File: src/rtl/conv_ctrl_pkg.sv
// Shared definitions for the convolution job controller.
// Contents: controller state encoding, coefficient count, default
// coefficient width and the coefficient index width.
package conv_ctrl_pkg;

    localparam int unsigned NUM_COEF       = 9;
    localparam int unsigned COEF_W_DEFAULT = 16;
    // Index must hold 0..NUM_COEF (it reaches NUM_COEF after the last beat).
    localparam int unsigned IDX_W          = $clog2(NUM_COEF + 1);

    typedef enum logic [2:0] {
        ST_IDLE,
        ST_LOAD,
        ST_ARM,
        ST_RUN,
        ST_DONE,
        ST_ERR
    } state_t;

endpackage

File: src/rtl/conv_job_ctrl_if.sv
// Host/processor-facing bus of the convolution job controller.
// slave  : controller side (takes job/coef/status inputs, drives
//          coef_ready, ld, k1..k9, cpu_rst, busy/done/err, cycle_cnt).
// master : host/processor side (mirror of slave).
interface conv_job_ctrl_if import conv_ctrl_pkg::*; #(
    parameter int unsigned COEF_W = COEF_W_DEFAULT,
    parameter int unsigned CNT_W  = 32
) ();

    logic              start;
    logic              abort;
    logic              coef_valid;
    logic [COEF_W-1:0] coef_data;
    logic              coef_ready;
    logic              complete;
    logic              ack;
    logic              ld;
    logic [COEF_W-1:0] k1, k2, k3, k4, k5, k6, k7, k8, k9;
    logic              cpu_rst;
    logic              busy;
    logic              done;
    logic              err;
    logic [CNT_W-1:0]  cycle_cnt;

    modport slave (
        input  start, abort, coef_valid, coef_data, complete, ack,
        output coef_ready, ld, k1, k2, k3, k4, k5, k6, k7, k8, k9,
               cpu_rst, busy, done, err, cycle_cnt
    );

    modport master (
        output start, abort, coef_valid, coef_data, complete, ack,
        input  coef_ready, ld, k1, k2, k3, k4, k5, k6, k7, k8, k9,
               cpu_rst, busy, done, err, cycle_cnt
    );

endinterface

File: src/rtl/conv_coef_bank.sv
// Nine-entry kernel coefficient register bank.
// Ports: clk_i, rst_ni (async, active-low), we_i (write enable),
//        idx_i (entry index, 0 = k1), data_i (write value),
//        k_o (current register contents, k_o[0] = k1).
// Out-of-range indices are ignored.
module conv_coef_bank import conv_ctrl_pkg::*; #(
    parameter int unsigned COEF_W = COEF_W_DEFAULT
) (
    input  logic              clk_i,
    input  logic              rst_ni,
    input  logic              we_i,
    input  logic [IDX_W-1:0]  idx_i,
    input  logic [COEF_W-1:0] data_i,
    output logic [COEF_W-1:0] k_o [NUM_COEF]
);

    logic [COEF_W-1:0] k_q [NUM_COEF];

    always_ff @(posedge clk_i or negedge rst_ni) begin
        if (!rst_ni) begin
            for (int unsigned i = 0; i < NUM_COEF; i++) begin
                k_q[i] <= '0;
            end
        end else if (we_i && (idx_i < IDX_W'(NUM_COEF))) begin
            k_q[idx_i] <= data_i;
        end
    end

    assign k_o = k_q;

endmodule

File: src/rtl/conv_job_ctrl.sv
// Convolution job controller: loads nine kernel coefficients from a
// valid/ready stream, holds the processor in reset while strobing ld for
// two cycles, releases it for the run phase and reports done/err.
// Ports: clk (rising edge), rst (async, active-low), bus (slave modport
//        of conv_job_ctrl_if carrying all job, coefficient and status signals).
// Optional feature: define CONV_WDOG_EN to enable the run-phase watchdog
// (RUN -> ERR once cycle_cnt reaches WDOG_LIMIT). Without it err is 0.
module conv_job_ctrl import conv_ctrl_pkg::*; #(
    parameter int unsigned COEF_W     = COEF_W_DEFAULT,
    parameter int unsigned CNT_W      = 32,
    parameter logic [31:0] WDOG_LIMIT = 32'd4_000_000
) (
    input logic             clk,
    input logic             rst,
    conv_job_ctrl_if.slave  bus
);

`ifdef CONV_WDOG_EN
    localparam bit WDOG_EN = 1'b1;
`else
    localparam bit WDOG_EN = 1'b0;
`endif

    state_t            state_q, state_d;
    logic [IDX_W-1:0]  idx_q, idx_d;
    logic              arm_q, arm_d;
    logic [CNT_W-1:0]  cnt_q, cnt_d, cnt_inc;
    logic              wdog_hit;
    logic              coef_we;
    logic              coef_ready, ld, cpu_rst, busy, done, err_st;
    logic [COEF_W-1:0] k [NUM_COEF];

    // Saturating increment; the watchdog looks at the value this RUN cycle
    // will leave behind so the trip lands on run cycle WDOG_LIMIT.
    assign cnt_inc  = (&cnt_q) ? cnt_q : cnt_q + CNT_W'(1);
    assign wdog_hit = (cnt_inc >= CNT_W'(WDOG_LIMIT));

    always_ff @(posedge clk or negedge rst) begin
        if (!rst) begin
            state_q <= ST_IDLE;
            idx_q   <= '0;
            arm_q   <= 1'b0;
            cnt_q   <= '0;
        end else begin
            state_q <= state_d;
            idx_q   <= idx_d;
            arm_q   <= arm_d;
            cnt_q   <= cnt_d;
        end
    end

    always_comb begin
        state_d    = state_q;
        idx_d      = idx_q;
        arm_d      = 1'b0;
        cnt_d      = cnt_q;
        coef_we    = 1'b0;
        coef_ready = 1'b0;
        ld         = 1'b0;
        cpu_rst    = 1'b1;
        busy       = 1'b0;
        done       = 1'b0;
        err_st     = 1'b0;
        case (state_q)
            ST_IDLE: begin
                if (bus.start) begin
                    state_d = ST_LOAD;
                    idx_d   = '0;
                    cnt_d   = '0;
                end
            end
            ST_LOAD: begin
                busy = 1'b1;
                // Ready drops during abort so an abort cycle never counts as a beat.
                coef_ready = !bus.abort;
                if (bus.abort) begin
                    state_d = ST_IDLE;
                    idx_d   = '0;
                end else if (bus.coef_valid) begin
                    coef_we = 1'b1;
                    idx_d   = idx_q + IDX_W'(1);
                    if (idx_q == IDX_W'(NUM_COEF - 1)) begin
                        state_d = ST_ARM;
                    end
                end
            end
            ST_ARM: begin
                busy = 1'b1;
                ld   = 1'b1;
                if (bus.abort) begin
                    state_d = ST_IDLE;
                    idx_d   = '0;
                end else begin
                    arm_d = !arm_q;
                    if (arm_q) begin
                        state_d = ST_RUN;
                    end
                end
            end
            ST_RUN: begin
                busy    = 1'b1;
                cpu_rst = 1'b0;
                cnt_d   = cnt_inc;
                if (bus.abort) begin
                    state_d = ST_IDLE;
                    idx_d   = '0;
                end else if (bus.complete) begin
                    state_d = ST_DONE;
                end else if (WDOG_EN && wdog_hit) begin
                    state_d = ST_ERR;
                end
            end
            ST_DONE: begin
                done = 1'b1;
                if (bus.ack) begin
                    state_d = ST_IDLE;
                end
            end
            ST_ERR: begin
                err_st = 1'b1;
                if (bus.ack) begin
                    state_d = ST_IDLE;
                end
            end
            default: begin
                state_d = ST_IDLE;
            end
        endcase
    end

    conv_coef_bank #(
        .COEF_W (COEF_W)
    ) u_bank (
        .clk_i  (clk),
        .rst_ni (rst),
        .we_i   (coef_we),
        .idx_i  (idx_q),
        .data_i (bus.coef_data),
        .k_o    (k)
    );

    assign bus.coef_ready = coef_ready;
    assign bus.ld         = ld;
    assign bus.cpu_rst    = cpu_rst;
    assign bus.busy       = busy;
    assign bus.done       = done;
    assign bus.err        = WDOG_EN & err_st;
    assign bus.cycle_cnt  = cnt_q;
    assign bus.k1         = k[0];
    assign bus.k2         = k[1];
    assign bus.k3         = k[2];
    assign bus.k4         = k[3];
    assign bus.k5         = k[4];
    assign bus.k6         = k[5];
    assign bus.k7         = k[6];
    assign bus.k8         = k[7];
    assign bus.k9         = k[8];

endmodule

File: src/flat_wrapper.sv
// flat-port wrapper written by rule: the top's interface ports become plain ports
module conv_job_ctrl_flat import conv_ctrl_pkg::*;
#(
    parameter int unsigned COEF_W     = COEF_W_DEFAULT,
    parameter int unsigned CNT_W      = 32,
    parameter logic [31:0] WDOG_LIMIT = 32'd4_000_000
)
  (clk, rst, bus_start, bus_abort, bus_coef_valid, bus_coef_data, bus_complete, bus_ack, bus_coef_ready, bus_ld, bus_k1, bus_k2, bus_k3, bus_k4, bus_k5, bus_k6, bus_k7, bus_k8, bus_k9, bus_cpu_rst, bus_busy, bus_done, bus_err, bus_cycle_cnt);
  conv_job_ctrl_if #(.COEF_W(COEF_W), .CNT_W(CNT_W)) bus_i ();
  input logic clk;
  input logic rst;
  input wire logic [$bits(bus_i.start)-1:0] bus_start;
  input wire logic [$bits(bus_i.abort)-1:0] bus_abort;
  input wire logic [$bits(bus_i.coef_valid)-1:0] bus_coef_valid;
  input wire logic [$bits(bus_i.coef_data)-1:0] bus_coef_data;
  input wire logic [$bits(bus_i.complete)-1:0] bus_complete;
  input wire logic [$bits(bus_i.ack)-1:0] bus_ack;
  output wire logic [$bits(bus_i.coef_ready)-1:0] bus_coef_ready;
  output wire logic [$bits(bus_i.ld)-1:0] bus_ld;
  output wire logic [$bits(bus_i.k1)-1:0] bus_k1;
  output wire logic [$bits(bus_i.k2)-1:0] bus_k2;
  output wire logic [$bits(bus_i.k3)-1:0] bus_k3;
  output wire logic [$bits(bus_i.k4)-1:0] bus_k4;
  output wire logic [$bits(bus_i.k5)-1:0] bus_k5;
  output wire logic [$bits(bus_i.k6)-1:0] bus_k6;
  output wire logic [$bits(bus_i.k7)-1:0] bus_k7;
  output wire logic [$bits(bus_i.k8)-1:0] bus_k8;
  output wire logic [$bits(bus_i.k9)-1:0] bus_k9;
  output wire logic [$bits(bus_i.cpu_rst)-1:0] bus_cpu_rst;
  output wire logic [$bits(bus_i.busy)-1:0] bus_busy;
  output wire logic [$bits(bus_i.done)-1:0] bus_done;
  output wire logic [$bits(bus_i.err)-1:0] bus_err;
  output wire logic [$bits(bus_i.cycle_cnt)-1:0] bus_cycle_cnt;
  assign bus_i.start = bus_start;
  assign bus_i.abort = bus_abort;
  assign bus_i.coef_valid = bus_coef_valid;
  assign bus_i.coef_data = bus_coef_data;
  assign bus_i.complete = bus_complete;
  assign bus_i.ack = bus_ack;
  assign bus_coef_ready = bus_i.coef_ready;
  assign bus_ld = bus_i.ld;
  assign bus_k1 = bus_i.k1;
  assign bus_k2 = bus_i.k2;
  assign bus_k3 = bus_i.k3;
  assign bus_k4 = bus_i.k4;
  assign bus_k5 = bus_i.k5;
  assign bus_k6 = bus_i.k6;
  assign bus_k7 = bus_i.k7;
  assign bus_k8 = bus_i.k8;
  assign bus_k9 = bus_i.k9;
  assign bus_cpu_rst = bus_i.cpu_rst;
  assign bus_busy = bus_i.busy;
  assign bus_done = bus_i.done;
  assign bus_err = bus_i.err;
  assign bus_cycle_cnt = bus_i.cycle_cnt;
  conv_job_ctrl #(.COEF_W(COEF_W), .CNT_W(CNT_W), .WDOG_LIMIT(WDOG_LIMIT)) u_core (.clk(clk), .rst(rst), .bus(bus_i));
endmodule
File: config.mk
export PLATFORM = sky130hd
export DESIGN_NAME = conv_job_ctrl_flat
export DESIGN_NICKNAME = d
export VERILOG_FILES = /design/src/rtl/conv_ctrl_pkg.sv /design/src/rtl/conv_job_ctrl_if.sv /design/src/rtl/conv_coef_bank.sv /design/src/rtl/conv_job_ctrl.sv /design/src/flat_wrapper.sv
export SDC_FILE = /design/constraint.sdc
export NUM_CORES = 1
export LEC_CHECK = 0
export ABC_AREA = 1
export BUFFER_PORTS_ARGS = -buffer_cell sky130_fd_sc_hd__buf_2
export CAP_MARGIN = 20
export CORE_ASPECT_RATIO = 1.2
export CORE_MARGIN = 4
export CORE_UTILIZATION = 59
export CTS_BUF_LIST = sky130_fd_sc_hd__clkbuf_2
export CTS_CLUSTER_DIAMETER = 150
export DETAILED_ROUTE_END_ITERATION = 10
export HOLD_SLACK_MARGIN = 0.03
export PLACE_DENSITY_LB_ADDON = 0.25
export SETUP_SLACK_MARGIN = 0.4
export SLEW_MARGIN = 20
export SYNTH_ARGS = -nofsm -noshare
export SYNTH_HDL_FRONTEND = slang
export SYNTH_HIERARCHICAL = 1
export SYNTH_SLANG_ARGS = --single-unit
File: constraint.sdc
create_clock -name clk -period 3.5 [get_ports clk]
set_clock_uncertainty 0.2 [all_clocks]
set_input_delay 0.525 -clock clk [delete_from_list [all_inputs] [get_ports clk]]
set_output_delay 0.525 -clock clk [all_outputs]
set_load 0.005 [all_outputs]
==> impl_metrics.json, run 1 <==
{
  "finalSetupViolations": 0,
  "vdd.ir_drop.worst_mv": 0.3717,
  "die_height_um": 137.0,
  "synthTopCellsByArea": "dfrtp_1 (56%), nand2_1 (17%), nand3_1 (7.5%)",
  "drcViolationCount": 0,
  "wl_met2_um": 11270,
  "grt_max_degree": 78,
  "p_sw_share_pct": 34.63,
  "ant_nets": 0,
  "fp-row-count": 46,
  "min_path_type": "in -> async",
  "power_frac_comb_pct": 26.2,
  "vias": 7507,
  "syn_avg_cell_area_um2": 8.356,
  "yosysMostFrequentCell": "nand2_1",
  "p_leak_nw": 5.500,
  "clockBufferDepth": 2,
  "cts.clk_slew.worst_paths_ns": 0.23,
  "total_power_mw": 5.075,
  "async_flop_share_pct": 100.0,
  "path_max_fanout": 19,
  "setup_tns_ns": 0,
  "crit_chain": "nand2_1 -> nor2_1 -> buf_4 -> inv_2 -> buf_2",
  "synth_top_cells_by_count": "nand2_1 (377), dfrtp_1 (184), nand3_1 (122)",
  "status": "completed",
  "area_growth_pct": 19.47,
  "fill_cells": 1056,
  "path_class": "reg -> out",
  "cts-resized-gates": 0,
  "first_pass_iters": 6,
  "required_ns": 2.77,
  "yosys.area.top_type": "dfrtp_1",
  "grtUsageTotal_pct": 28.42,
  "yosysTopAreaCellShare_pct": 56.29,
  "hpwl_um": 15610,
  "drv_slew": 0,
  "clock_latency_ns": 0.71,
  "grt_first_pass_wirelength_um": 35200,
  "cts_tree": "built",
  "cp.arrival_ns": 1.94,
  "rsz0062_at_grt": "no",
  "critPathCaptureType": "output pin",
  "timing.final.crit_share_pct": 76.18,
  "grt.overflow.total": 0,
  "nNetsFinal": 1220,
  "fmax_ghz": 0.3751,
  "synth_cell_types": 31,
  "cpMaxStageDelayCell": "dfrtp_1",
  "synth_edf_count": 0,
  "antenna_found_initial": 1,
  "power_density_mw_per_mm2": 519.3,
  "ios": 205,
  "netlist_instances": 979,
  "maxSlewHeadroom_pct": 49.16,
  "wl_met1_um": 8399,
  "dr_wl_met3_um": 1893,
  "whs_ns": 0.1394,
  "place_congestion": 0.8899,
  "drive_gt1_share_pct": 22.78,
  "routed_via_density": 5.456,
  "start_util_pct": 61.00,
  "critPathMaxStageDelay_ns": 0.47,
  "cts-root-buf": "clkbuf_2",
  "intPower_mw": 3.317,
  "yosysWarnings": 6,
  "synth_nets": 1005,
  "pwr-share-seq_pct": 52.0,
  "grt_pass1_vias": 6931,
  "die_area_mm2": 0.01582,
  "start_kind": "flip-flop",
  "final.min_clock_period_ns": 2.666,
  "synthesis.area_mm2": 0.008180,
  "ys_ff_latch": 184,
  "power_switching_mw": 1.758,
  "cts_sinks": 184,
  "numCtsBuffers": 17,
  "yosysSeqAreaShare_pct": 56.29,
  "core_mm2": 0.01341,
  "h-tree-depth": 4,
  "first_iter_violations": 806,
  "routed_wl_um": 22270,
  "synth-main-ff-cell": "dfrtp_1",
  "die_w_um": 115.5,
  "tightestPinTransition_ns": 0.7618,
  "wl_per_cell_um": 16.18,
  "port_buffers": 203,
  "hold_viol_final": 0,
  "highest_layer": "met4",
  "p_clk_share_pct": 21.8,
  "cap_violations": 0
}
-- logic make-up after synthesis --
kind of cell	share of synthesized area [%]
DFF	56.29
adders and majority gates	0.4589
AOI/OAI and AO/OA	5.460
and+or+nand+nor	31.11
xor gates and xnor gates	1.499
other	0.04584
buffers and inverters	5.139
-- stage by stage --
step / instances / cell area [µm²] / setup WS, ns / util (%)
2_1_floorplan: 979 / 8180 / 1.551 / -
3_3_place_gp: 1320 / 9293 / 1.127 / 69.29
3_5_place_dp: 1320 / 9293 / 1.070 / 69.29
4_1_cts: 1375 / 9771 / 0.7708 / 72.86
5_1_grt: 1376 / 9773 / 0.6684 / 72.88
6_report: 1376 / 9773 / 0.8338 / 72.88
-- power groups by stage --
stage	clock network, mW	registers, mW	logic [mW]
detailed placement	0	2.68	1.30
global placement	0	2.67	1.26
global route	1.21	2.68	1.49
CTS	1.13	2.64	1.33
floorplan	0	2.68	0.740
finish	1.11	2.64	1.33
-- worst max-delay path: cells and delay by family (launching register included) --
kind	cells	cell delay, ns
buffers and inverters	3	0.57
AND/OR/NAND/NOR	2	0.19
flip-flops	1	0.47
-- layer usage --
layer,vias to the layer above,track usage [%]
li1,3555,-
met1,3524,35.86
met2,373,47.49
met3,55,6.103
met4,0,11.81
met5,-,0
-- placed cells by master, fill, tap and decap left out, types with 9 or more instances in the layout --
master	n
a21oi_1	12
buf_2	202
clkbuf_2	20
dfrtp_1	184
dlygate4sd3_1	23
inv_1	51
nand2_1	377
nand2_2	9
nand3_1	122
nor2_1	51
nor2_2	12
o21ai_0	58
o21ai_1	15
-- cell type report --
cell class	count	area [µm²]	share of cell area, %
repair buffers	235	1345	13.76
inverters	54	202.7	2.074
clock buffers	20	100.1	1.024
flip-flops and latches	184	4604	47.11
multi-input cells	702	3161	32.34
clock inverters	12	147.6	1.511
diodes	1	2.502	0.02560
well taps	168	210.2	2.151
-- state kept, by name, indices dropped and copies added (netlist names) --
name / flops
u_core/u_bank/k_o: 144
u_core/bus.cycle_cnt: 32
u_core/idx_q: 4
u_core/state_q: 3
u_core/arm_q: 1
-- final timing paths --
path / startpoint / to / slack [ns] / depth (start not counted)
worst max-delay path: u_core/state_q[0] / bus_cpu_rst / 0.83 / 5
worst min-delay path: rst / u_core/u_bank/k_o[70] / 0.14 / 2
worst max register to register: u_core/state_q[1] / u_core/u_bank/k_o[119] / 1.01 / 10
worst min register to register: u_core/arm_q / u_core/arm_q / 0.24 / 1
max in group asynchronous: rst / u_core/bus.cycle_cnt[30] / 2.14 / 3
min in group clk: u_core/arm_q / u_core/arm_q / 0.24 / 1
-- timing repair --
action / CTS / global route
buffers inserted: 0 / 0
hold endpoints to repair: 225 / 0
hold buffers: 23 / 0
Note: power is estimated with default switching activity, not from simulation.
==> run 2, diff against run 1 <==
Settings changed: ABC_AREA 1 to 0, CORE_UTILIZATION 59 to 50.
Clock period 3.5 ns to 2.3 ns, I/O delays scaled along.
==> run 2 against run 1 <==
The run now ends with negative setup slack left. Cell count shrank 7.5%. Setup slack lost 1.0 ns. Count of clock-buffer cells in the layout decreased by 3. First-iteration DRC count decreased by 19%. Global-route usage fell by 0.20 points. Core utilization is 7.1 points higher. Worst hold slack better by 0.083 ns. Critical path depth rose by 6. Clock power up 50%. Sequential power increased by 53%. Synthesized cell count decreased by 38%. Critical path type is now reg -> reg. Critical endpoint is now u_core/u_bank/k_o[5]. Highest routed layer unchanged.
==> impl_metrics.json, run 2 <==
{
  "synth_top_cells_by_count": "dfrtp_1 (184), mux2_2 (136), nand2_1 (31)",
  "p_leak_nw": 6.639,
  "grt.overflow.total": 0,
  "largest_register_ff_count": 144,
  "required_ns": 2.79,
  "wl_per_cell_um": 22.52,
  "critPathMaxStageDelay_ns": 0.47,
  "cts_tree": "built",
  "yosysMostFrequentCell": "dfrtp_1",
  "async_flop_share_pct": 100.0,
  "crit_chain": "buf_4 -> nor2_1 -> nand3_1 -> inv_2 -> and2_4 -> buf_6 -> nor3b_4 -> buf_4 -> nand3b_1 -> buf_12 -> mux2_2",
  "min_from": "bus_abort",
  "cpMaxStageDelayCell": "dfrtp_1",
  "cts_sinks": 184,
  "hold_viol_final": 0,
  "area_growth_pct": 57.00,
  "netlist_instances": 608,
  "core_mm2": 0.01564,
  "violations": "negative setup slack",
  "die_height_um": 146.3,
  "ys_ff_latch": 184,
  "final_common_cell": "buf_2",
  "ant_nets": 0,
  "status": "finished with violations",
  "critPathLaunch": "u_core/state_q[2]",
  "synthesis.area_mm2": 0.007970,
  "critical_path.top_delay_family": "simple AND/OR/NAND/NOR gates",
  "grt_pass1_vias": 7231,
  "clockBufferDepth": 2,
  "first_pass_iters": 5,
  "synthTopCellsByArea": "dfrtp_1 (58%), mux2_2 (19%), mux2_4 (1.9%)",
  "path_class": "reg -> reg",
  "path_buf_inv": 5,
  "port_buffers": 203,
  "drive_gt1_share_pct": 64.66,
  "start_util_pct": 50.96,
  "syn_avg_cell_area_um2": 13.11,
  "nNetsFinal": 1077,
  "routed_wl_um": 28660,
  "tightestPinTransition_ns": 0.6573,
  "start_kind": "flip-flop",
  "r2r_start": "u_core/state_q[2]",
  "finalSetupViolations": 138,
  "final.min_clock_period_ns": 2.476,
  "drcViolationCount": 0,
  "numCtsBuffers": 17,
  "synth-main-ff-cell": "dfrtp_1",
  "cp.arrival_ns": 2.96,
  "final_cell_mix": "buf_2 (176), dfrtp_1 (174), buf_4 (156), mux2_2 (91), buf_6 (75)",
  "grtUsageTotal_pct": 28.22,
  "maxSlewHeadroom_pct": 56.18,
  "total_power_mw": 9.085,
  "critPathCaptureType": "flip-flop",
  "yosys.area.top_type": "dfrtp_1",
  "antenna_found_initial": 1,
  "path_max_fanout": 16,
  "place_congestion": 0.8986,
  "yosysWarnings": 6,
  "vdd.ir_drop.worst_mv": 0.6037,
  "ios": 205,
  "rsz0062_at_grt": "yes",
  "fin_area_mm2": 0.01251,
  "die_w_um": 123.3,
  "synth_edf_count": 0,
  "clock_latency_ns": 0.82,
  "timing.final.ws_setup_ns": -0.1758,
  "die_area_mm2": 0.01803,
  "pre_cts_ws_ns": 0.02097,
  "h-tree-depth": 4,
  "min_path_type": "in -> reg",
  "timing.final.crit_share_pct": 107.6,
  "power_density_mw_per_mm2": 726.0,
  "grt_first_pass_wirelength_um": 39470,
  "drv_slew": 0,
  "fp-row-count": 50,
  "yosysTopAreaCellShare_pct": 57.77,
  "vias": 7511,
  "cap_violations": 0,
  "synth_nets": 634,
  "fmax_ghz": 0.4039,
  "yosysSeqAreaShare_pct": 57.77,
  "cts-root-buf": "clkbuf_2",
  "place_area_mm2": 0.009787,
  "hpwl_um": 15690,
  "first_iter_violations": 649,
  "cts.clk_slew.worst_paths_ns": 0.27,
  "synth_cell_types": 58,
  "postLayoutCoreUtil_pct": 80.01,
  "crit_top_cell": "buf_4",
  "grt_max_degree": 64,
  "routed_via_density": 5.900
}
[run 2: worst paths after layout]
check                      depth (start not counted)                       end  slack, ns
setup / recovery                                  11      u_core/u_bank/k_o[5]      -0.18
hold / removal                                     4         u_core/state_q[2]       0.22
setup reg to reg                                  11      u_core/u_bank/k_o[5]      -0.18
hold reg to reg                                    1              u_core/arm_q       0.25
max in group asynchronous                          4     u_core/u_bank/k_o[56]       0.74
min in group asynchronous                          3  u_core/bus.cycle_cnt[25]       0.43
[run 2: layout make-up]
type / count / area, µm²
Sequential cell: 184 / 4617
Clock inverter: 15 / 152.6
Tap cell: 208 / 260.3
Inverter: 12 / 47.55
Multi-Input combinational cell: 385 / 3815
Timing Repair Buffer: 451 / 3533
Clock buffer: 17 / 85.08
Fill cell: 831 / 3127
Antenna cell: 1 / 2.502
[run 2: cells by family after synthesis]
family | share of synthesized area, %
and+or+nand+nor | 11.13
AOI/OAI and AO/OA | 6.641
other | 0.04705
muxes | 21.35
buffers and inverters | 2.590
adders and majority gates | 0.4710
DFF | 57.77
[run 2: routing by layer]
metal / share of wire [%] / global-route usage (%)
met1: 38 / 35.01
met2: 49 / 47.67
met3: 7.5 / 6.199
met4: 5.2 / 11.02
met5: 0 / 0
[run 2: stage by stage]
step | setup TNS, ns | hold slack, ns | std cells
2_1_floorplan | -3.460 | -0.1506 | 608
3_3_place_gp | 0 | 0.1776 | 1048
3_5_place_dp | 0 | 0.1877 | 1048
4_1_cts | -1.540 | 0.1287 | 1210
5_1_grt | -20.61 | 0.1856 | 1273
6_report | -12.68 | 0.2224 | 1273
[run 2: worst min-delay path: cells and delay by family]
family	cells	cell delay (ns)
AO/OA/AOI/OAI	1	0.07
buffers and inverters	2	0.66
AND/OR/NAND/NOR	1	0.13
[run 2: what timing repair did]
item,CTS,global route
cloned,5,2
pin swaps,40,33
buffers inserted,101,60
hold buffers,24,0
setup endpoints to repair,358,359
hold endpoints to repair,336,0
resized for setup,142,84
[run 2: power breakdown]
| group | leakage, nW | internal, mW | switching [mW] |
|---|---|---|---|
| sequential | 2.50 | 3.72 | 0.333 |
| clock | 0.149 | 0.440 | 1.23 |
| combinational | 3.99 | 1.75 | 1.62 |
==> run 3, diff against run 2 <==
Settings changed: BUFFER_PORTS_ARGS -buffer_cell sky130_fd_sc_hd__buf_2 to -buffer_cell sky130_fd_sc_hd__clkbuf_2, CAP_MARGIN 20 to 10.
==> run 3 against run 2 <==
The run still ends with negative setup slack left. Via count rose by 6.9%. Core utilization rose by 5.8 points. Critical path type unchanged. Sequential cell count did not move. Worst hold slack got worse by 0.13 ns. Cell count rose by 4.6%. Combinational power rose by 30%. Non-clock buffer count rose by 58. Die area did not move.
==> impl_metrics.json, run 3 (synthesis results as in run 2) <==
{
  "start_util_pct": 50.96,
  "crit_top_cell": "buf_4",
  "whs_ns": 0.09620,
  "fill_cells": 714,
  "fp-row-count": 50,
  "cts-root-buf": "clkbuf_2",
  "path_class": "reg -> reg",
  "critPathMaxStageDelay_ns": 0.53,
  "clock_latency_ns": 0.84,
  "h-tree-depth": 4,
  "hpwl_um": 15770,
  "crit_chain": "nand4_1 -> buf_4 -> or4_4 -> nor4_4 -> buf_4 -> buf_6 -> nor2_4 -> nor2_1",
  "required_ns": 2.88,
  "drcViolationCount": 0,
  "power_density_mw_per_mm2": 752.7,
  "place_congestion": 0.8777,
  "p_leak_nw": 7.125,
  "core_mm2": 0.01564,
  "regArea_mm2": 0.004617,
  "die_height_um": 146.3,
  "timing.final.crit_share_pct": 112.8,
  "final.min_clock_period_ns": 2.594,
  "power_frac_comb_pct": 43.4,
  "cts.clk_slew.worst_paths_ns": 0.36,
  "cts_sinks": 184,
  "path_buf_inv": 3,
  "cp.arrival_ns": 3.18,
  "vias": 8031,
  "vdd.ir_drop.worst_mv": 0.6466,
  "intPower_mw": 6.444,
  "multiInputGateArea_mm2": 0.004149,
  "grt.overflow.total": 0,
  "ios": 205,
  "critical_path.top_delay_family": "simple AND/OR/NAND/NOR gates",
  "cpMaxStageDelayCell": "nor4_4",
  "grt_pass1_vias": 7670,
  "path_max_fanout": 3,
  "ant_nets": 0,
  "cts_tree": "built",
  "timing.final.ws_setup_ns": -0.2944,
  "nNetsFinal": 1135,
  "p_sw_share_pct": 36.18,
  "start_kind": "flip-flop",
  "finalSetupViolations": 174,
  "final_common_cell": "buf_4",
  "numCtsBuffers": 17,
  "violations": "negative setup slack",
  "die_w_um": 123.3,
  "antenna_found_initial": 1,
  "routed_via_density": 6.034,
  "rsz0062_at_grt": "yes",
  "p_clk_share_pct": 16.0,
  "min_path_type": "in -> reg",
  "drv_slew": 0,
  "tightestPinTransition_ns": 0.7862,
  "status": "finished with violations",
  "critPathCaptureType": "flip-flop",
  "final_cell_mix": "buf_4 (190), dfrtp_1 (174), clkbuf_2 (163), buf_6 (105), mux2_4 (101)",
  "wl_per_cell_um": 24.88,
  "clockBufferDepth": 2,
  "pwr-share-seq_pct": 40.6,
  "maxSlewHeadroom_pct": 47.39,
  "die_area_mm2": 0.01803,
  "grtUsageTotal_pct": 30.43,
  "power_switching_mw": 3.654,
  "area_growth_pct": 68.34,
  "grt_max_degree": 50,
  "fmax_ghz": 0.3854,
  "routed_wl_um": 33110,
  "pre_cts_ws_ns": 0.01885,
  "first_iter_violations": 972,
  "drive_gt1_share_pct": 67.74,
  "hold_viol_final": 0,
  "grt_first_pass_wirelength_um": 42340,
  "largest_register_ff_count": 144,
  "first_pass_iters": 5,
  "cap_violations": 0,
  "port_buffers": 203
}
run 3: changes by cell type in the layout (fill, tap and decap cells not counted), moves of 30 or more:
cell	delta
buf_6	+30
clkbuf_2	+146
mux2_2	-46
mux2_4	+46
buf_4	+34
buf_2	-152
run 3: area by class of cell:
type                       count  share of cell area, %
antenna                        1                0.01865
sequential                   184                  34.41
clock inverter                15                  1.017
inverter                      12                 0.3544
tap                          208                  1.940
clock buffer                  17                 0.6342
multi-input combinational    385                  30.92
timing repair buffer         509                  30.70
run 3: power groups by stage:
stage,combinational (mW),sequential (mW),clock [mW]
finish,4.38,4.10,1.61
global route,4.54,4.14,1.76
CTS,3.38,4.05,1.58
detailed placement,2.24,4.12,0
global placement,2.16,4.09,0
floorplan,1.11,4.10,0
run 3: repair_timing:
item                       in CTS  in global routing
setup endpoints to repair     358                364
gates cloned                    8                  1
resized for setup             230                129
hold endpoints to repair      340                  0
setup buffers                 145                 77
hold buffers                   24                  0
pin swaps                      46                 19
run 3: worst reg2reg max path, delay by kind of cell, from the launching register on:
| family | cells | cell delay (ns) |
|---|---|---|
| flip-flops | 1 | 0.51 |
| AND/OR/NAND/NOR | 5 | 1.36 |
| buffers and inverters | 3 | 0.48 |
run 3: per-stage QoR:
stage                     TNS, ns  area, µm²  std cells  utilization (%)  power, mW
after CTS                 -0.2769      12300       1253            78.66      9.006
after floorplan            -3.460       8162        608                -      5.204
after detailed placement        0       9744       1044            62.30      6.360
after global placement          0       9744       1044            62.30      6.258
final                      -23.40      13420       1331            85.78      10.10
after global routing       -32.74      13420       1331            85.78      10.44
run 3: path summary, 6_finish.rpt:
kind | end | slack, ns | cells past startpoint | startpoint
worst min-delay path | u_core/state_q[2] | 0.1 | 3 | bus_ack
worst max-delay path | u_core/bus.cycle_cnt[24] | -0.29 | 8 | u_core/bus.cycle_cnt[16]
worst max register to register | u_core/bus.cycle_cnt[24] | -0.29 | 8 | u_core/bus.cycle_cnt[16]
worst min register to register | u_core/arm_q | 0.23 | 1 | u_core/arm_q
max in group asynchronous | u_core/bus.cycle_cnt[2] | 0.84 | 4 | rst
min in group asynchronous | u_core/u_bank/k_o[45] | 0.36 | 3 | rst
run 3: per-layer routing:
metal	share of wire [%]	vias up	track usage [%]
met1	36	4004	37.82
met3	8.3	173	6.199
met2	50	585	50.75
li1	-	3269	-
met5	0	-	0
met4	4.9	0	13.80
